File: src/rtl/gtc_settle_timer.sv
// Settle timer: counts enabled clocks and flags the last settle clock of a vector.
module settle_timer #(
   parameter int unsigned SETTLE_CYCLES = 2,
   parameter int unsigned CNT_W         = 4
) (
   input  logic clk,
   input  logic rst,
   input  logic clear,
   input  logic enable,
   output logic expired
);

   logic [CNT_W-1:0] cnt_q, cnt_d;

   assign expired = enable && (cnt_q == CNT_W'(SETTLE_CYCLES - 1));

   always_comb begin
      cnt_d = cnt_q;
      if (clear)
         cnt_d = '0;
      else if (enable)
         cnt_d = expired ? '0 : cnt_q + CNT_W'(1);
   end

   always_ff @(posedge clk or posedge rst) begin
      if (rst)
         cnt_q <= '0;
      else
         cnt_q <= cnt_d;
   end

endmodule

File: config.mk
export PLATFORM = sky130hd
export DESIGN_NAME = settle_timer
export DESIGN_NICKNAME = d
export VERILOG_FILES = /design/src/rtl/gtc_settle_timer.sv
export SDC_FILE = /design/constraint.sdc
export NUM_CORES = 1
export LEC_CHECK = 0
export CAP_MARGIN = 20
export CELL_PAD_IN_SITES_DETAIL_PLACEMENT = 0
export CELL_PAD_IN_SITES_GLOBAL_PLACEMENT = 2
export CORE_AREA = 8 8 45 47
export DETAILED_ROUTE_END_ITERATION = 7
export DIE_AREA = 0 0 53 55
export GPL_TIMING_DRIVEN = 0
export PLACE_DENSITY_LB_ADDON = 0.1
export SYNTH_ARGS = -nofsm -noshare
export SYNTH_HDL_FRONTEND = slang
export SYNTH_SLANG_ARGS = --single-unit
File: constraint.sdc
create_clock -name clk -period 1.4 [get_ports clk]
set_input_delay 0.21 -clock clk [delete_from_list [all_inputs] [get_ports clk]]
set_output_delay 0.21 -clock clk [all_outputs]
set_load 0.03 [all_outputs]
# --- Word-level counts from Yosys, hierarchy flattened ---
# Cells that the tools add are included.
word_totals:
  reg_bits: 4
  mem_count: 0
  mem_bits_rw: 0
  latch_bits: 0
  out_inout_bits: 1
  romBits: 0
  inputBits: 4
op_classes:
  n_div: 0
  eq_ne: 1
  reduce_logical: 2
  magnitude_cmp: 0
  addsub: 1
  shift: 0
  n_mux: 3
  n_mul: 0
  bitwise: 0
ops:
  columns: ["op", "count"]
  rows:
  - ["two-way mux 4 bit", 3]
  - ["adder 4 x 1 -> 4 bit (second input constant)", 1]
  - ["equality test 4 x 1 -> 1 bit (second input constant)", 1]
  - ["nonzero test 2 bit", 1]
  - ["logical AND 1 bit", 1]

# --- Longest topological paths before layout ---
logic_depth:
  word_depth: 5
  ltp_mapped: 4

# --- Worst setup path after synthesis ---
# Ideal clock, no wire load.
synth_timing:
  kind: "register -> output"
  from: "register cnt_q[1]"
  to: "output port expired"
  slack_ns: 0.094
  n_path_buf: 0
  stages_incl_launch_ff: 5
  t_arrival_ns: 1.096
  cell_sequence: "dfrtp_1 inv_1 ha_1 nor3b_2 and2_1"
synth_via:
  elab_chain_len: 2
synth_lines:
  columns: ["element", "line", "source"]
  rows:
  - ["start: declaration", "13", "logic [CNT_W-1:0] cnt_q, cnt_d;"]
  - ["start signal: assignment", "29", "cnt_q <= cnt_d;"]
  - ["equality test 4 x 1 -> 1 bit", "15", "assign expired = enable && (cnt_q == CNT_W'(SETTLE_CYCLES - 1));"]
  - ["logical AND 1 bit", "15", null]
  - ["end: declaration", "10", "output logic expired"]
# Every way passes these cells.

# --- Worst setup path in the final report ---
# Same ends and word-level chain as after synthesis.

==> results.tsv <==
stage	metric	value	unit
global_route	M1 GR Usage	3.21	%
clock_network	H-tree Lvls	1	
synthesis	main combinational cell family by area after synthesis	simple AND/OR/NAND/NOR gates	
drt	WL final	565	um
synthesis	Synth Area in Adders	9.95	%
synthesis	Syn. warnings	0	
drt	DR DRC count	0	
placement	Final Wtd Congestion	0.647	
clock_network	CTS tree	yes	
drt	Via density	4.24	
sta	setup ws final	-0.0611	ns
die	Starting Density	18.2	%
placement	IO buf count	4	
clock_network	CTS buffer count	3	
clock_network	Reg clk slew, reported paths	0.04	ns
clock_network	Clock Tree Buf Depth	2	
final_layout	layout cells sized above 1	29.4	%
global_route	vias in the first global route	219	
sta	final setup fails	1	
sta	fin. max-slew vios	0	
placement	placed inst area	312	um^2
placement	dpl cells	43	
drt	Final ANT Viol Nets	0	
pwr	Peak VDD IR	0.366	mV
drt	number of DRC markers in iteration 0	2	
die	Die H	55	um
synthesis	Seq/Total Area, Yosys	39.8	%
die	Die Width	53	um
global_route	Top Usage Layer GRT	met4	
synthesis	Mean Syn Cell Area	10.9	um^2
synthesis	XOR/XNOR share of the synthesized area	0	%
drt	routed vias	212	
sta	Clock Skew	0.000102	ns
die	Site Rows	14	
sta	Fin Setup TNS	-0.0611	ns
clock_network	clk root buf	clkbuf_4	
final_layout	Top Registers	cnt_q x4	
clock_network	clk_lat worst skew	0.23	ns
synthesis	Post-Synth Simple-Gate Area	31.3	%
setup_path	Reg-to-Reg Start	cnt_q[0]$_DFFE_PP0P_	
final_layout	final std cell area, no fill	372	um^2
synthesis	syn_nets	29	
setup_path	critical path arrival	1.25	ns
global_route	grt met3 use	2.14	%
synthesis	Compound-Gate Fraction of Synth Area	9.95	%
final_layout	Ant. Diodes	0	
setup_path	CP Class	reg -> out	
synthesis	synth unique cells	17	
sta	final period utilization	104	%
sta	Worst Tran Pin Value	0.231	ns
sta	unrepaired setup endpoints after global routing	true	
synthesis	Netlist Area Pre-Place	251	um^2
sta	Hold Fails Final Rpt	0	
setup_path	worst r2r path cells	4	
run_status	failing checks	setup timing	
global_route	initial antenna violation count	0	
synthesis	Mapped Cells	23	
run_status	status	finished with violations	
drt	Pre-antenna DRT Iters	2	
pwr	PD cells	888	nW/um^2
setup_path	reg2reg setup slack	0.16	ns
setup_path	CP Max Fanout	2	
final_layout	Layout Cells excl Fill	50	
synthesis	mux contribution to synthesized area	5.97	%
drt	routed length per placed instance	11.3	um
setup_path	worst r2r dst	cnt_q[1]$_DFFE_PP0P_	
die	total die area	2920	um^2
job	Max Cap Viol	0	
final_layout	Area Overhead vs Synth	47.8	%
final_layout	Layout Utilization	26.9	%
pwr	leakage	0.171	nW
sta	max frequency	684	MHz
final_layout	Largest Register	cnt_q	
final_layout	max reg flops	4	
global_route	largest net degree at the start of global routing	8	
setup_path	CP startpoint kind	flip-flop	
die	CORE AREA	1380	um^2
setup_path	Worst Setup End Kind	primary output	
die	num ports	5	
synthesis	post-synthesis register bit count	4	
min_path	Min-Delay Path Class	in -> async	
global_route	GR Util met2	6.25	%
global_route	GRT Resource Usage Total	4.16	%
sta	minimum clock period	1.46	ns
clock_network	Sink Count	4	
setup_path	required time worst endpoint	1.19	ns
final_layout	Final #Nets	42	
global_route	total grt overflow	0	
global_route	first-pass GRT wire length	800	um
sta	Slew HR	84.4	%
worst max-delay path, cell delays in order, from the launching register on:
cell	delay, ns
dfrtp_1	0.36
inv_1	0.06
ha_1	0.13
nor3b_4	0.18
and2_1	0.16
buf_6	0.13
stage by stage:
step                      hold slack [ns]  power [mW]  setup slack (ns)
after detailed placement            0.403       0.174            -0.491
after global placement              0.404       0.175            -0.503
after CTS                           0.153       0.337           -0.0875
final                               0.157       0.330           -0.0611
after floorplan                   -0.0239       0.152            0.0941
after global routing                0.148       0.363            -0.132
power breakdown:
part,internal [mW],switching (mW)
clock,0.0956,0.0423
combinational,0.0381,0.0292
sequential,0.122,0.00337
cells by family (layout without fill, tap and decap cells):
family,after synthesis,after routing
compound gates,3,3
simple gates,11,11
flops,4,4
buf+inv,2,13
fa+ha+maj,2,2
mux,1,1
cells in the final DEF, fill, tap and decap left out, types with 2 or more instances in the layout:
cell	count
dfrtp_1	4
buf_4	4
clkbuf_4	3
clkdlybuf4s50_1	3
nand2b_1	2
inv_1	2
ha_1	2
worst max path at each step:
stage                    startpoint  endpoint  slack [ns]  depth (start not counted)
5_1_grt        cnt_q[1]$_DFFE_PP0P_   expired       -0.13                          5
4_1_cts        cnt_q[1]$_DFFE_PP0P_   expired       -0.09                          5
3_5_place_dp   cnt_q[1]$_DFFE_PP0P_   expired       -0.49                          5
6_report       cnt_q[1]$_DFFE_PP0P_   expired       -0.06                          5
2_1_floorplan  cnt_q[1]$_DFFE_PP0P_   expired        0.09                          4
3_3_place_gp   cnt_q[1]$_DFFE_PP0P_   expired       -0.50                          5
what timing repair did:
item	4_1_cts	5_1_grt
hold buffers	0	0
hold endpoints to repair	0	0
gates resized for setup	8	0
setup endpoints to repair	1	1
setup buffers	3	1
gates cloned	0	0
pin swaps	0	0
cell usage after synthesis, drive strengths merged:
| cell | count | share of area [%] |
|---|---|---|
| o2bb2ai | 1 | 3.5 |
| nor3b | 1 | 5.0 |
| or3b | 1 | 3.5 |
| dfrtp | 4 | 40 |
| nor2 | 1 | 1.5 |
| o31ai | 1 | 3.0 |
| inv | 2 | 3.0 |
| ha | 2 | 9.9 |
| nand2 | 1 | 1.5 |
| nand2b | 2 | 5.0 |
| and2 | 1 | 2.5 |
| o32ai | 1 | 3.5 |
| and2b | 1 | 3.0 |
| nand4bb | 1 | 4.5 |
| nand4 | 1 | 2.5 |
| nor2b | 1 | 2.5 |
| mux2 | 1 | 6.0 |
per-layer routing:
| layer | share of wire (%) | wire (um) | vias up |
|---|---|---|---|
| met4 | 0 | 0 | 0 |
| met1 | 42 | 235 | 103 |
| li1 | - | - | 105 |
| met5 | 0 | 0 | - |
| met2 | 52 | 296 | 4 |
| met3 | 5.8 | 33 | 0 |
final cells by class:
class / count / area [um^2]
inverter: 2 / 7.51
tap: 16 / 20.0
clock buffer: 3 / 22.5
sequential: 4 / 100
multi-input combinational: 17 / 150
timing repair buffer: 8 / 71.3
fill: 147 / 1010
Power figures use the tool's default switching activity.
